==> src/rtl/game_pkg.sv <==
// rtl/game_pkg.sv - shared FSM state type and idle output constants for game_switcher
// Contents:
//   state_e : MENU / BLANK_IN / GAME / BLANK_OUT
//   CLR_AN  : anode value that blanks the 7-segment display (all ones)
//   CLR_SEG : segment value that blanks the 7-segment display (all ones)
//   BLACK   : OLED pixel value shown while blanking (all zeros)
package game_pkg;

  typedef enum logic [1:0] {
    ST_MENU      = 2'd0,
    ST_BLANK_IN  = 2'd1,
    ST_GAME      = 2'd2,
    ST_BLANK_OUT = 2'd3
  } state_e;

  localparam logic [3:0]  CLR_AN  = 4'hF;
  localparam logic [7:0]  CLR_SEG = 8'hFF;
  localparam logic [15:0] BLACK   = 16'h0000;

endpackage

==> src/rtl/game_switcher_btn_rise.sv <==
// rtl/game_switcher_btn_rise.sv - rising-edge detector for an already-synchronised button level
// Ports:
//   clk   in  : clock, rising edge
//   reset in  : synchronous active-high reset
//   btn   in  : button level
//   rise  out : high for the cycle where btn is high and was low one cycle earlier
// RESET_VAL = 1 makes a button that is already held at reset release produce no edge.
module btn_rise #(
  parameter logic RESET_VAL = 1'b1
) (
  input  logic clk,
  input  logic reset,
  input  logic btn,
  output logic rise
);

  logic btn_q;
  logic btn_d;

  always_comb begin
    btn_d = btn;
  end

  always_ff @(posedge clk) begin
    if (reset) begin
      btn_q <= RESET_VAL;
    end else begin
      btn_q <= btn_d;
    end
  end

  assign rise = btn & ~btn_q;

endmodule

==> src/rtl/game_switcher.sv <==
// rtl/game_switcher.sv - routes menu or one of N game sources to the display pins with blanking between
// Ports:
//   basys_clock in  : system clock, rising edge
//   reset       in  : synchronous active-high reset
//   btn_enter   in  : level; rising edge selects the game under sel_idx
//   btn_back    in  : level; rising edge returns to the menu
//   sel_idx     in  : menu cursor, 1..N_GAMES legal
//   oled_menu   in  : menu pixel
//   an_games    in  : flattened anode buses, game i in slice i-1
//   seg_games   in  : flattened segment buses, same slicing
//   oled_games  in  : flattened pixel buses, same slicing
//   an          out : registered anode output
//   seg         out : registered segment output
//   oled_data   out : registered pixel output
//   game_en     out : one-hot enable of the active game (BLANK_IN and GAME only)
//   progress    out : 0 in the menu, otherwise the active game index
module game_switcher #(
  parameter int                 N_GAMES      = 3,
  parameter int                 BLANK_CYCLES = 4,
  parameter int                 AN_W         = 4,
  parameter int                 SEG_W        = 8,
  parameter int                 OLED_W       = 16,
  parameter logic [AN_W-1:0]    CLR_AN       = game_pkg::CLR_AN,
  parameter logic [SEG_W-1:0]   CLR_SEG      = game_pkg::CLR_SEG,
  parameter logic [OLED_W-1:0]  BLACK        = game_pkg::BLACK
) (
  input  logic                              basys_clock,
  input  logic                              reset,
  input  logic                              btn_enter,
  input  logic                              btn_back,
  input  logic [$clog2(N_GAMES+1)-1:0]      sel_idx,
  input  logic [OLED_W-1:0]                 oled_menu,
  input  logic [N_GAMES*AN_W-1:0]           an_games,
  input  logic [N_GAMES*SEG_W-1:0]          seg_games,
  input  logic [N_GAMES*OLED_W-1:0]         oled_games,
  output logic [AN_W-1:0]                   an,
  output logic [SEG_W-1:0]                  seg,
  output logic [OLED_W-1:0]                 oled_data,
  output logic [N_GAMES-1:0]                game_en,
  output logic [$clog2(N_GAMES+1)-1:0]      progress
);

  import game_pkg::*;

  localparam int IW      = $clog2(N_GAMES + 1);
  localparam int CW      = $clog2(BLANK_CYCLES + 1);
  localparam int AN_IW   = (N_GAMES * AN_W   > 1) ? $clog2(N_GAMES * AN_W)   : 1;
  localparam int SEG_IW  = (N_GAMES * SEG_W  > 1) ? $clog2(N_GAMES * SEG_W)  : 1;
  localparam int OLED_IW = (N_GAMES * OLED_W > 1) ? $clog2(N_GAMES * OLED_W) : 1;

  localparam logic [IW-1:0] MAX_SEL  = IW'(N_GAMES);
  localparam logic [CW-1:0] LAST_CNT = CW'(BLANK_CYCLES - 1);

  state_e              state_q, state_d;
  logic [IW-1:0]       cur_q, cur_d;
  logic [CW-1:0]       cnt_q, cnt_d;
  logic [AN_W-1:0]     an_q, an_d;
  logic [SEG_W-1:0]    seg_q, seg_d;
  logic [OLED_W-1:0]   oled_q, oled_d;

  logic                enter_rise;
  logic                back_rise;
  logic                sel_ok;
  logic [IW-1:0]       slot;
  logic [AN_IW-1:0]    an_base;
  logic [SEG_IW-1:0]   seg_base;
  logic [OLED_IW-1:0]  oled_base;

  btn_rise #(.RESET_VAL(1'b1)) u_enter_rise (
    .clk   (basys_clock),
    .reset (reset),
    .btn   (btn_enter),
    .rise  (enter_rise)
  );

  btn_rise #(.RESET_VAL(1'b1)) u_back_rise (
    .clk   (basys_clock),
    .reset (reset),
    .btn   (btn_back),
    .rise  (back_rise)
  );

  assign sel_ok = (sel_idx != '0) && (sel_idx <= MAX_SEL);

  // Zero-based slice of the active game; only meaningful while cur_q != 0.
  assign slot      = cur_q - 1'b1;
  assign an_base   = AN_IW'(slot * AN_W);
  assign seg_base  = SEG_IW'(slot * SEG_W);
  assign oled_base = OLED_IW'(slot * OLED_W);

  // State register plus the registered display outputs.
  always_ff @(posedge basys_clock) begin
    if (reset) begin
      state_q <= ST_MENU;
      cur_q   <= '0;
      cnt_q   <= '0;
      an_q    <= CLR_AN;
      seg_q   <= CLR_SEG;
      oled_q  <= BLACK;
    end else begin
      state_q <= state_d;
      cur_q   <= cur_d;
      cnt_q   <= cnt_d;
      an_q    <= an_d;
      seg_q   <= seg_d;
      oled_q  <= oled_d;
    end
  end

  // Next-state logic. Each state only looks at the button that matters to it,
  // which gives enter priority in MENU and back priority in GAME, and makes
  // both BLANK states deaf to buttons.
  always_comb begin
    state_d = state_q;
    cur_d   = cur_q;
    cnt_d   = cnt_q;
    case (state_q)
      ST_MENU: begin
        if (enter_rise && sel_ok) begin
          cur_d   = sel_idx;
          cnt_d   = '0;
          state_d = ST_BLANK_IN;
        end
      end
      ST_BLANK_IN: begin
        cnt_d = cnt_q + 1'b1;
        if (cnt_q == LAST_CNT) begin
          state_d = ST_GAME;
        end
      end
      ST_GAME: begin
        if (back_rise) begin
          cnt_d   = '0;
          state_d = ST_BLANK_OUT;
        end
      end
      ST_BLANK_OUT: begin
        cnt_d = cnt_q + 1'b1;
        if (cnt_q == LAST_CNT) begin
          cur_d   = '0;
          state_d = ST_MENU;
        end
      end
      default: begin
        state_d = ST_MENU;
        cur_d   = '0;
        cnt_d   = '0;
      end
    endcase
  end

  // Output selection from the current state; the display values go through
  // the output registers so a source change shows one cycle later.
  always_comb begin
    an_d     = CLR_AN;
    seg_d    = CLR_SEG;
    oled_d   = BLACK;
    game_en  = '0;
    progress = cur_q;
    case (state_q)
      ST_MENU: begin
        oled_d = oled_menu;
      end
      ST_BLANK_IN: begin
        game_en = N_GAMES'(1) << slot;
      end
      ST_GAME: begin
        an_d    = an_games[an_base +: AN_W];
        seg_d   = seg_games[seg_base +: SEG_W];
        oled_d  = oled_games[oled_base +: OLED_W];
        game_en = N_GAMES'(1) << slot;
      end
      default: begin
      end
    endcase
  end

  assign an        = an_q;
  assign seg       = seg_q;
  assign oled_data = oled_q;

endmodule
==> config.mk <==
export PLATFORM = sky130hd
export DESIGN_NAME = game_switcher
export DESIGN_NICKNAME = d
export VERILOG_FILES = /design/src/rtl/game_pkg.sv /design/src/rtl/game_switcher_btn_rise.sv /design/src/rtl/game_switcher.sv
export SDC_FILE = /design/constraint.sdc
export NUM_CORES = 1
export LEC_CHECK = 0
export CAP_MARGIN = 40
export CORE_MARGIN = 2
export CORE_UTILIZATION = 31
export CTS_CLUSTER_DIAMETER = 40
export DETAILED_ROUTE_END_ITERATION = 6
export PLACE_DENSITY = 0.8
export SETUP_SLACK_MARGIN = 0.3
export SYNTH_ARGS = -nofsm -noshare
export SYNTH_HDL_FRONTEND = slang
export SYNTH_SLANG_ARGS = --single-unit
==> constraint.sdc <==
create_clock -name basys_clock -period 1.9 [get_ports basys_clock]
set_input_delay 0.57 -clock basys_clock [delete_from_list [all_inputs] [get_ports basys_clock]]
set_output_delay 0.57 -clock basys_clock [all_outputs]
set_load 0.005 [all_outputs]
# Yosys cells after proc, flatten, opt, wreduce, memory -nomap -nowiden
# Cells that the tools add are included.
[op_classes]
add_sub_neg = 2
order_cmp = 1
n_eq_ne = 8
shifts = 4
muxes = 12
bitwise = 5
n_reduce_logical = 11
[op_table]
columns = ["cell", "n"]
rows = [
  ["$shiftx 48x7->16", 1],
  ["$pmux 16 s2", 1],
  ["$shiftx 24x6->8", 1],
  ["$shiftx 12x5->4", 1],
  ["$mux 2", 5],
  ["$mux 3", 3],
  ["$pmux 3 s3", 1],
  ["$ne 2x2->1 const B", 4],
  ["$pmux 2 s4", 1],
  ["$reduce_or 2->1", 3],
  ["$eq 2x2->1 const B", 2],
  ["$pmux 2 s2", 1],
  ["$reduce_and 4->1", 1],
  ["$reduce_bool 2->1", 2],
  ["$add 3x1->3 const B", 1],
  ["$eq 3x2->1 const B", 1],
  ["$not 1->1", 3],
  ["$reduce_and 3->1", 1],
  ["$shl 1x2->3 const A", 1],
  ["$and 1x1->1", 2],
  ["$eq 2x1->1 const B", 1],
  ["$le 2x2->1 const B", 1],
  ["$logic_and 1x1->1", 2],
  ["$logic_not 2->1", 1],
  ["other kinds (2)", 2],
]
[totals]
regBits = 37
in_bits = 106
output_inout_bits = 33
elab_cells = 51

# Longest topological paths before layout
# Gate-level depths: netlist (run 1).
[logic_depth]
depth_word = 5
mapped_depth = 9
mapped_depth_nobuf = 6

# Hierarchy
# From an unflattened synthesis (run 1), not the netlist that was laid out.
[unflattened]
cells_unflattened = 212
area_unflattened_um2 = 2152.1
[modules_own_cells]
columns = ["module", "instances", "cells_per_inst", "area_per_inst_um2", "seq_area_each_um2"]
rows = [
  ["game_switcher", 1, 206, 2087.0, 700.7],
  ["btn_rise", 2, 3, 32.5, 20.0],
]

# Least setup slack after synthesis (run 1)
# No wires, ideal clock.
[synth_timing]
path_type = "reg2reg"
startpoint = "reg cur_q[0], in the netlist progress[0]"
endpoint = "reg oled_q[0], in the netlist oled_data[0]"
setup_time_ns = 0.128
arrival_ns = 1.975
required_ns = 1.772
setup_slack_ns = -0.202
path_stages_with_launch = 10
n_path_buf = 3
synth_period_minus_slack_ns = 2.102
path_cell_list = "dfxtp_1 -> inv_1 -> clkbuf_1 -> ha_1 -> buf_4 -> buf_2 -> mux2i_1 -> nor2_1 -> a221oi_1 -> nor2_1"
[synth_via]
elab_chain_len = 3
[synth_rtl]
columns = ["item", "line", "text"]
rows = [
  ["start, declared", "game_switcher.sv:55", "logic [IW-1:0] cur_q, cur_d;"],
  ["start signal, assigned", "game_switcher.sv:102", "cur_q <= cur_d;"],
  ["$sub 2x1->2", "game_switcher.sv:86", "assign slot = cur_q - 1'b1;"],
  ["$shiftx 48x7->16", "game_switcher.sv:170", "oled_d = oled_games[oled_base +: OLED_W];"],
  ["$pmux 16 s2", "game_switcher.sv:160", "case (state_q)"],
  ["end signal, assigned", "game_switcher.sv:106", "oled_q <= oled_d;"],
  ["end, declared", "game_switcher.sv:59", "logic [OLED_W-1:0] oled_q, oled_d;"],
]
# Every way passes these cells.
# A chain may end at the register's enable or synchronous reset.

# Final worst setup path (run 1)
[layout_timing]
startpoint = "reg state_q[1]"
endpoint = "out game_en[1]"
[layout_via]
elab_chain_len = 3
word_cells_on_any_way = 4
cone_classes = "2 x eq/ne; 1 x mux; 1 x reduce/logical"
[layout_rtl]
columns = ["item", "line", "text"]
rows = [
  ["start, declared", "game_switcher.sv:54", "state_e state_q, state_d;"],
  ["start signal, assigned", "game_switcher.sv:101", "state_q <= state_d;"],
  ["$eq 2x2->1 or $eq 2x1->1 (tied branches)", "game_switcher.sv:160", ""],
  ["$reduce_or 2->1 (no line) *", "-", ""],
  ["$mux 3 *", "-", ""],
  ["end, declared", "game_switcher.sv:39", "output logic [N_GAMES-1:0] game_en,"],
]
# Mark *: on every way between the ends. The rest lies on a longest branch, timed or not.

==> key figures, run 1 <==
Timing
  • RSZ-0062 raised after global routing: true
  • Period utilization: 91.94%
  • Relative slew slack: 71.96%
  • Setup WS post-layout: 0.1532 ns
  • Fin crit period: 1.747 ns
  • Finish-stage setup viols: 0
  • Fin. Hold Viols: 0
  • Slew Limit Fails: 0
  • Worst-margin pin slew: 0.4163 ns
  • F_max: 0.5725 GHz
  • Clock skew: 0.01001 ns
  • Hold_ws: 0.4802 ns

Worst setup path
  • Critical setup path kind: reg -> out
  • Worst EP arrival: 1.18 ns
  • CP startpoint kind: register
  • Worst-path fanout max: 4
  • Reg2Reg Depth: 8
  • Critical Path RT: 1.33 ns
  • Worst setup EP type: output pin

Routing
  • Met3 WL: 491 um
  • Vias: 2,145
  • Antenna viol nets, final: 0
  • M1 WL: 2.471 mm
  • Via density: 4.875
  • Highest routing layer actually used: met4
  • Met2 WL: 3.510 mm
  • Initial DRT Pass Iterations: 4
  • Initial DRC count: 55
  • Number of remaining DRC errors: 0
  • WL/cell: 14.90 um
  • DRT Wirelength: 6.558 mm

Pwr
  • Pwr Density: 1020 nW/um2
  • Leakage Power: 1.629 nW
  • Part of the power in combinational logic: 58.3%
  • Sw Ratio: 35.13%
  • VDD IR max: 0.0005282 V
  • Proportion of power drawn by the clock network: 15.7%
  • Reg power frac: 26.0%
  • Power Total: 3.856 mW
  • Psw: 1.355 mW
  • Int Pwr: 2.501 mW

Clock tree
  • Root Driver: clkbuf_8
  • CTS Sinks: 37
  • Hold buffers post-CTS: 0
  • Clock latency on the worst-skew pair: 0.29 ns
  • CTS tree: done
  • Number of CTS-inserted buffers: 5
  • CTS Buffer Depth: 2
  • Reg clk slew, reported paths: 0.08 ns
  • H-tree levels: 2

Global routing
  • Tot GR Track Use: 17.41%
  • GRT overflow: 0
  • Global-route wire length before repair: 8.997 mm
  • Largest net degree at the start of global routing: 18
  • Vias in the first global route: 1,975
  • Initial antenna violation count: 0

Finish
  • N_diodes: 0
  • Commonest cells after routing, fill and taps aside: clkdlybuf4s50_1, dlygate4sd2_1, dfxtp_1, nor2_1, mux2i_1
  • Layout cells sized above 1: 20.55%
  • Fin cells: 440
  • Area of the multi-input gates: 1274 um2
  • Area delta synth->final: 98.29%
  • Reg area: 750.7 um2
  • Fillers: 520
  • Commonest non-fill, non-tap cell in the layout: clkdlybuf4s50_1
  • Layout net count: 481

Place
  • Routability cong.: 0.7350
  • I/O Buffers: 138
  • Dpl ws: -0.2072 ns
  • Detailed placement HPWL: 4.976 mm
  • Placed cell count: 424

Synth
  • Mapped Avg Cell Area: 9.124 um2
  • Synth Register Bits: 37
  • Async SR Flop Fraction: 0%
  • Top FF cell, synth: dfxtp_1
  • Top-area cell type share of the netlist area: 38.85%
  • Sequential area share after synthesis: 38.85%
  • Synth top area cells: dfxtp_1, mux2i_1, ha_1
  • EDFF count, synth: 0
  • Netlist cell types: 30
  • Dominant cell type by area after synthesis: dfxtp_1
  • Post-Syn Nets: 326
  • Post-Syn Instances: 209
  • Syn Std Cell Area: 1907 um2
  • Number of warnings issued by yosys: 0

Floorplanning
  • Row count: 28
  • Initial core utilization: 32.21%
  • IO Count: 139
  • Die Footprint: 6795 um2
  • Die X: 82.43 um
  • Core area: 5921 um2
  • Die Ht: 82.43 um

Run status
  • Outcome: finished, final reports clean

Flow run
  • Max cap viols: 0

Worst hold path
  • Worst Hold Class: reg -> reg
  • Hold depth: 2
[per-layer routing]
metal  vias up  GRT usage [%]
li1       1058              -
met1       996          19.24
met2        80          32.82
met3        11          3.587
met4         0          5.667
met5         -              0
[path summary, 6_finish.rpt]
check / startpoint / to / slack (ns)
worst min-delay path: cnt_q[2] / cnt_q[2] / 0.48
worst min register to register: cnt_q[2] / cnt_q[2] / 0.48
worst max register to register: state_q[1] / state_q[0] / 0.28
worst max-delay path: state_q[1] / game_en[1] / 0.15
[registers in the layout, indices dropped and copies added (netlist names)]
signal	count
seg	8
u_enter_rise.btn_q	1
state_q	2
cnt_q	3
an	4
oled_data	16
progress	2
u_back_rise.btn_q	1
[layout make-up]
class,count,area share [%]
Timing Repair Buffer,161,40.54
Sequential cell,37,19.85
Multi-Input combinational cell,152,33.69
Clock buffer,7,2.548
Clock inverter,1,0.1324
Tap cell,75,2.482
Inverter,7,0.7611
[worst max-delay path: stages, from the launching register on]
cell	delay [ns]
dfxtp_2	0.34
inv_2	0.05
ha_4	0.27
and2_4	0.13
buf_6	0.09
[logic make-up after synthesis]
kind of cell             share of synthesized area [%]
flip-flops                                       38.85
multiplexers                                     15.81
buffers and inverters                            4.593
AO/OA/AOI/OAI                                    17.72
adder cells (fa/ha/maj)                          7.218
AND/OR/NAND/NOR                                  15.81
[power by group through the flow]
stage	Sequential [mW]	Combinational [mW]	Clock (mW)
after detailed placement	1.02	1.99	0
final	1.00	2.25	0.605
after CTS	1.00	1.98	0.620
after global placement	1.02	1.94	0
after global routing	1.02	2.43	0.662
after floorplan	1.04	1.13	0
[Yosys cell counts (4+ instances only)]
master	instances
nand2_1	17
a221oi_1	15
mux2i_1	29
and2_1	5
nor2_1	34
clkbuf_1	6
buf_2	4
ha_1	11
o211ai_1	12
inv_1	7
o21ai_0	6
dfxtp_1	37
[what timing repair did]
item | 4_1_cts | 5_1_grt
endpoints found under the setup margin | 52 | 19
gates cloned | 0 | 1
setup buffers | 2 | 5
pin swaps | 6 | 7
resized for setup | 60 | 23
[per-stage QoR]
stage                     setup TNS, ns  util, %  cell area (um2)
after floorplan                       0        -             1992
after CTS                             0    60.76             3597
final                                 0    63.86             3781
after global routing                  0    63.86             3781
after detailed placement        -0.6564    59.09             3498
after global placement          -0.5491    59.09             3498
Note: power is estimated with default switching activity, not from simulation.
==> run 2, diff against run 1 <==
--- a/config.mk
+++ b/config.mk
@@ -6,7 +6,7 @@
 export NUM_CORES = 1
 export LEC_CHECK = 0
 export CAP_MARGIN = 40
-export CORE_MARGIN = 2
+export CORE_MARGIN = 5
 export CORE_UTILIZATION = 31
 export CTS_CLUSTER_DIAMETER = 40
 export DETAILED_ROUTE_END_ITERATION = 6
==> run 2 against run 1 <==
Compared with the run above: count of clock-buffer cells in the layout stayed put; sequential power hardly changed; first-iteration DRC count is 24% lower; wire length is 14% higher; clock skew is 0.0045 ns lower; critical path type unchanged; highest routed layer unchanged.
==> key figures, run 2 (synthesis results as in run 1) <==
Worst setup path
  • Worst EP arrival: 1.18 ns (about the same)
  • Reg2Reg Depth: 7 (was 8)
  • Reg2reg setup slack: 0.26 ns (was 0.28 ns)
  • Reg2reg start: state_q[1] (unchanged)
  • CP startpoint kind: register (unchanged)
  • Worst r2r dst: cnt_q[2] (was state_q[0])
  • Worst-path fanout max: 4 (unchanged)
  • Critical setup path kind: reg -> out (unchanged)
  • Critical Path RT: 1.33 ns (about the same)
  • Worst setup EP type: output pin (unchanged)

Routing
  • M1 WL: 2.747 mm (was 2.471 mm)
  • Highest routing layer actually used: met4 (unchanged)
  • WL/cell: 16.66 um (was 14.90 um)
  • Number of remaining DRC errors: 0 (unchanged)
  • Met3 WL: 646 um (was 491 um)
  • Initial DRT Pass Iterations: 4 (unchanged)
  • DRT Wirelength: 7.495 mm (was 6.558 mm)
  • Initial DRC count: 42 (was 55)
  • Via density: 4.956 (was 4.875)
  • Met2 WL: 4.012 mm (was 3.510 mm)
  • Antenna viol nets, final: 0 (unchanged)
  • Vias: 2,230 (was 2,145)

Timing
  • Relative slew slack: 76.69% (was 71.96%)
  • F_max: 0.5717 GHz (was 0.5725 GHz)
  • Fin. Hold Viols: 0 (unchanged)
  • Setup TNS: 0 ns (unchanged)
  • Worst-margin pin slew: 0.3459 ns (was 0.4163 ns)
  • Hold_ws: 0.4829 ns (was 0.4802 ns)
  • Slew Limit Fails: 0 (unchanged)
  • Clock skew: 0.005465 ns (was 0.01001 ns)
  • Period utilization: 92.06% (was 91.94%)
  • Fin crit period: 1.749 ns (was 1.747 ns)
  • RSZ-0062 raised after global routing: true (unchanged)
  • Finish-stage setup viols: 0 (unchanged)

Floorplanning
  • Die Footprint: 7820 um2 (was 6795 um2)
  • Die Ht: 88.43 um (was 82.43 um)
  • Row count: 28 (unchanged)
  • Initial core utilization: 32.02% (was 32.21%)
  • Die X: 88.43 um (was 82.43 um)
  • IO Count: 139 (unchanged)
  • Core area: 5956 um2 (was 5921 um2)

Flow run
  • Max cap viols: 0 (unchanged)

Place
  • I/O Buffers: 138 (unchanged)
  • Placed Area: 3498 um2 (unchanged)
  • Routability cong.: 0.7771 (was 0.7350)
  • Detailed placement HPWL: 5.496 mm (was 4.976 mm)

Worst hold path
  • Hold depth: 2 (unchanged)
  • Min-delay src: cnt_q[1] (was cnt_q[2])
  • Endpoint, Worst Hold: cnt_q[1] (was cnt_q[2])
  • Worst Hold Class: reg -> reg (unchanged)

Pwr
  • Leakage Power: 1.704 nW (was 1.629 nW)
  • VDD IR max: 0.0006313 V (was 0.0005282 V)
  • Pwr Density: 1064 nW/um2 (was 1020 nW/um2)
  • Power Total: 4.183 mW (was 3.856 mW)

Global routing
  • Largest net degree at the start of global routing: 18 (unchanged)
  • Global-route wire length before repair: 10.92 mm (was 8.997 mm)
  • Tot GR Track Use: 17.97% (was 17.41%)
  • Vias in the first global route: 2,271 (was 1,975)
  • Initial antenna violation count: 0 (unchanged)
  • GRT overflow: 0 (unchanged)

Finish
  • Max reg flops: 16 (unchanged)
  • Commonest cells after routing, fill and taps aside: clkdlybuf4s50_1, dlygate4sd2_1, dfxtp_1, nor2_1, mux2i_1 (unchanged)
  • Commonest non-fill, non-tap cell in the layout: clkdlybuf4s50_1 (unchanged)
  • N_diodes: 0 (unchanged)
  • Post-route cell area: 3930 um2 (was 3781 um2)
  • Layout cells sized above 1: 23.73% (was 20.55%)
  • Layout net count: 491 (was 481)
  • Area delta synth->final: 106.1% (was 98.29%)

Clock tree
  • CTS Sinks: 37 (unchanged)
  • Reg clk slew, reported paths: 0.08 ns (about the same)
  • Number of CTS-inserted buffers: 5 (unchanged)
  • H-tree levels: 2 (unchanged)
  • CTS Buffer Depth: 2 (unchanged)
  • Root Driver: clkbuf_8 (unchanged)
  • Clock latency on the worst-skew pair: 0.29 ns (about the same)
  • CTS tree: done (unchanged)

Run status
  • Outcome: finished, final reports clean (unchanged)
run 2: cell types whose count changed in the layout (fill, tap and decap cells not counted), moves of 2 or more:
cell / change
buf_4: +3
buf_6: +6
mux2i_1: +2
mux2i_2: -2
run 2: worst max path at each step:
stage,slack (ns),start,endpoint,cells after the start
floorplan,0.18,progress[0],oled_data[14],9
global placement,-0.18,btn_enter,cnt_q[2],5
detailed placement,-0.25,btn_enter,cnt_q[2],5
CTS,0.13,state_q[1],game_en[2],4
global route,0.1,state_q[0],game_en[0],4
finish,0.15,state_q[0],game_en[0],4
run 2: area by class of cell:
class	count	area, um2
Clock buffer	7	96.34
Timing Repair Buffer	171	1665
Multi-Input combinational cell	152	1290
Fill cell	494	2026
Clock inverter	1	5.005
Inverter	7	28.78
Sequential cell	37	750.7
Tap cell	75	93.84
run 2: metal layers:
layer / vias up / track usage [%]
met5: - / 0
met4: 0 / 3.571
met3: 8 / 5.307
met2: 84 / 33.79
met1: 1058 / 19.99
li1: 1080 / -
run 2: what timing repair did:
item                       4_1_cts  5_1_grt
cloned                           1        1
setup endpoints to repair       53       23
gates resized for setup         62       31
pin swaps                        7       10
hold buffers                     0        0
buffers inserted                 5       11
run 2: critical path, stage by stage, from the launching register on:
cell     delay, ns
dfxtp_2       0.34
inv_2         0.06
ha_4          0.25
and2_1        0.13
buf_2         0.12
run 2: per-stage QoR:
stage | instances | setup WS [ns] | utilization, %
CTS | 438 | 0.1323 | 61.37
finish | 450 | 0.1509 | 65.99
global placement | 424 | -0.1835 | 58.74
floorplan | 209 | 0.1794 | -
detailed placement | 424 | -0.2521 | 58.74
global route | 450 | 0.09558 | 65.99
run 2: report_power, final:
| part | total [mW] | internal (mW) | switching [mW] |
|---|---|---|---|
| clock | 0.615 | 0.328 | 0.287 |
| combinational | 2.57 | 1.46 | 1.11 |
| sequential | 1.00 | 0.943 | 0.0598 |
==> run 3, diff against run 2 <==
--- a/config.mk
+++ b/config.mk
@@ -6,7 +6,7 @@
 export NUM_CORES = 1
 export LEC_CHECK = 0
 export CAP_MARGIN = 40
-export CORE_MARGIN = 5
+export CORE_MARGIN = 8
 export CORE_UTILIZATION = 31
 export CTS_CLUSTER_DIAMETER = 40
 export DETAILED_ROUTE_END_ITERATION = 6
==> run 3 against run 2 <==
Compared with the run above: setup slack better by 0.024 ns; global-route usage is 1.7 points lower; register-to-register slack got worse by 0.05 ns; die area increased by 14%; hold slack about the same; clock power down 16%; sequential power about the same; via count is 0.58% lower; critical endpoint is now game_en[2]; largest cell class unchanged; maximum frequency grew 1.4%; highest routed layer unchanged; non-clock buffer count is 1 lower; clock skew rose by 0.00062 ns; flip-flop and latch count did not move.
==> key figures, run 3 (synthesis results as in run 1) <==
Worst setup path
  • Worst EP arrival: 1.15 ns (was 1.18 ns)
  • Critical setup path kind: reg -> out (unchanged)
  • Worst-path fanout max: 4 (unchanged)
  • Worst r2r dst: cnt_q[2] (unchanged)
  • Crit path buf inv count: 2 (unchanged)
  • Reg2reg start: state_q[1] (unchanged)
  • Crit-path cells: inv_2, ha_4, and2_4, buf_6 (was inv_2, ha_4, and2_1, buf_2)
  • CP delay by family, top: flip-flops (unchanged)
  • Reg2Reg Depth: 8 (was 7)
  • CP Launch Point: state_q[1] (was state_q[0])
  • Worst setup EP type: output pin (unchanged)
  • Critical Path RT: 1.33 ns (about the same)
  • Max incr delay on CP: 0.33 ns (was 0.34 ns)
  • CP startpoint kind: register (unchanged)
  • Reg2reg setup slack: 0.21 ns (was 0.26 ns)
  • Max stage delay cell, worst path: dfxtp_2 (unchanged)

Finish
  • N_diodes: 0 (unchanged)
  • Area delta synth->final: 105.4% (was 106.1%)
  • Commonest cells after routing, fill and taps aside: clkdlybuf4s50_1, dlygate4sd2_1, dfxtp_1, nor2_1, mux2i_1 (unchanged)
  • Commonest non-fill, non-tap cell in the layout: clkdlybuf4s50_1 (unchanged)
  • Layout cells sized above 1: 23.20% (was 23.73%)
  • Max reg flops: 16 (unchanged)
  • Fillers: 509 (was 494)
  • Fin cells: 450 (unchanged)
  • Area of the multi-input gates: 1313 um2 (was 1290 um2)
  • Layout net count: 491 (unchanged)
  • Reg area: 750.7 um2 (unchanged)

Place
  • Detailed placement HPWL: 5.984 mm (was 5.496 mm)
  • I/O Buffers: 138 (unchanged)
  • Placed cell count: 426 (was 424)
  • Routability cong.: 0.7949 (was 0.7771)
  • Dpl ws: -0.2557 ns (was -0.2521 ns)

Global routing
  • Tot GR Track Use: 16.25% (was 17.97%)
  • GRT overflow: 0 (unchanged)
  • Vias in the first global route: 2,270 (was 2,271)
  • Initial antenna violation count: 0 (unchanged)
  • Largest net degree at the start of global routing: 18 (unchanged)
  • Global-route wire length before repair: 11.41 mm (was 10.92 mm)

Clock tree
  • Number of CTS-inserted buffers: 5 (unchanged)
  • Hold buffers post-CTS: 0 (unchanged)
  • CTS Sinks: 37 (unchanged)
  • Root Driver: clkbuf_8 (unchanged)
  • Clock latency on the worst-skew pair: 0.28 ns (was 0.29 ns)
  • CTS tree: done (unchanged)
  • Reg clk slew, reported paths: 0.07 ns (was 0.08 ns)
  • H-tree levels: 2 (unchanged)
  • CTS Buffer Depth: 2 (unchanged)

Routing
  • WL/cell: 17.62 um (was 16.66 um)
  • Initial DRT Pass Iterations: 4 (unchanged)
  • Initial DRC count: 46 (was 42)
  • DRT Wirelength: 7.928 mm (was 7.495 mm)
  • Vias: 2,217 (was 2,230)
  • Number of remaining DRC errors: 0 (unchanged)
  • Via density: 4.927 (was 4.956)
  • Antenna viol nets, final: 0 (unchanged)

Floorplanning
  • Core area: 5921 um2 (was 5956 um2)
  • Initial core utilization: 32.21% (was 32.02%)
  • Row count: 28 (unchanged)
  • IO Count: 139 (unchanged)
  • Die Ht: 94.43 um (was 88.43 um)
  • Die Footprint: 8917 um2 (was 7820 um2)
  • Die X: 94.43 um (was 88.43 um)

Timing
  • Worst-margin pin slew: 0.3173 ns (was 0.3459 ns)
  • Fin. Hold Viols: 0 (unchanged)
  • Clock skew: 0.006080 ns (was 0.005465 ns)
  • Period utilization: 90.78% (was 92.06%)
  • Setup TNS: 0 ns (unchanged)
  • Setup WS post-layout: 0.1752 ns (was 0.1509 ns)
  • F_max: 0.5798 GHz (was 0.5717 GHz)
  • Hold_ws: 0.4825 ns (was 0.4829 ns)
  • Fin crit period: 1.725 ns (was 1.749 ns)
  • RSZ-0062 raised after global routing: true (unchanged)
  • Relative slew slack: 78.62% (was 76.69%)
  • Slew Limit Fails: 0 (unchanged)
  • Finish-stage setup viols: 0 (unchanged)

Worst hold path
  • Min-delay src: cnt_q[1] (unchanged)
  • Hold depth: 2 (unchanged)
  • Worst Hold Class: reg -> reg (unchanged)
  • Endpoint, Worst Hold: cnt_q[1] (unchanged)

Pwr
  • Leakage Power: 1.677 nW (was 1.704 nW)
  • VDD IR max: 0.0006182 V (was 0.0006313 V)
  • Power Total: 3.969 mW (was 4.183 mW)
  • Pwr Density: 1013 nW/um2 (was 1064 nW/um2)

Run status
  • Outcome: finished, final reports clean (unchanged)

Flow run
  • Max cap viols: 0 (unchanged)
[run 3: cell count changes in the layout (fill, tap and decap cells not counted), sizes merged]
cell	change
clkbuf	+1
buf	-1
and2	+1
clkinv	-1
[run 3: per-layer routing]
layer	share of wire (%)	track usage (%)	vias to the layer above
li1	-	-	1083
met4	0.67	3.567	0
met5	0	0	-
met2	54	30.24	93
met1	37	17.17	1037
met3	8.1	5.476	4
[run 3: how the worst max path moves through the flow]
stage	endpoint	slack (ns)	depth (start not counted)
after floorplan	oled_data[14]	0.18	9
after global placement	state_q[0]	-0.19	5
after detailed placement	cnt_q[2]	-0.26	5
after CTS	game_en[2]	0.15	4
after global routing	game_en[1]	0.13	4
final	game_en[2]	0.18	4
[run 3: final cells by class]
| class | instances | share of cell area [%] |
|---|---|---|
| repair buffers | 170 | 42.14 |
| flip-flops and latches | 37 | 19.17 |
| multi-input cells | 153 | 33.51 |
| clock buffers | 8 | 2.045 |
| inverters | 7 | 0.7348 |
| well taps | 75 | 2.396 |
[run 3: worst min-delay path, stage by stage, from the launching register on]
cell     delay [ns]
dfxtp_1        0.31
o21ai_0        0.07
a21oi_1        0.06
[run 3: timing repair]
action / 4_1_cts / 5_1_grt
setup endpoints to repair: 52 / 18
pin swaps: 10 / 10
resized for setup: 65 / 35
gates cloned: 0 / 3
setup buffers: 9 / 4
[run 3: metrics by stage]
| stage | area [um2] | utilization [%] |
|---|---|---|
| 2_1_floorplan | 1992 | - |
| 3_3_place_gp | 3526 | 59.55 |
| 3_5_place_dp | 3526 | 59.55 |
| 4_1_cts | 3672 | 62.02 |
| 5_1_grt | 3916 | 66.15 |
| 6_report | 3916 | 66.15 |
[run 3: where the power goes]
| part | total (mW) | internal (mW) | leakage [nW] | switching (mW) |
|---|---|---|---|---|
| clock | 0.518 | 0.261 | 0.0395 | 0.257 |
| combinational | 2.45 | 1.36 | 1.33 | 1.09 |
| sequential | 1.00 | 0.944 | 0.305 | 0.0601 |
| total | 3.97 | 2.56 | 1.68 | 1.41 |
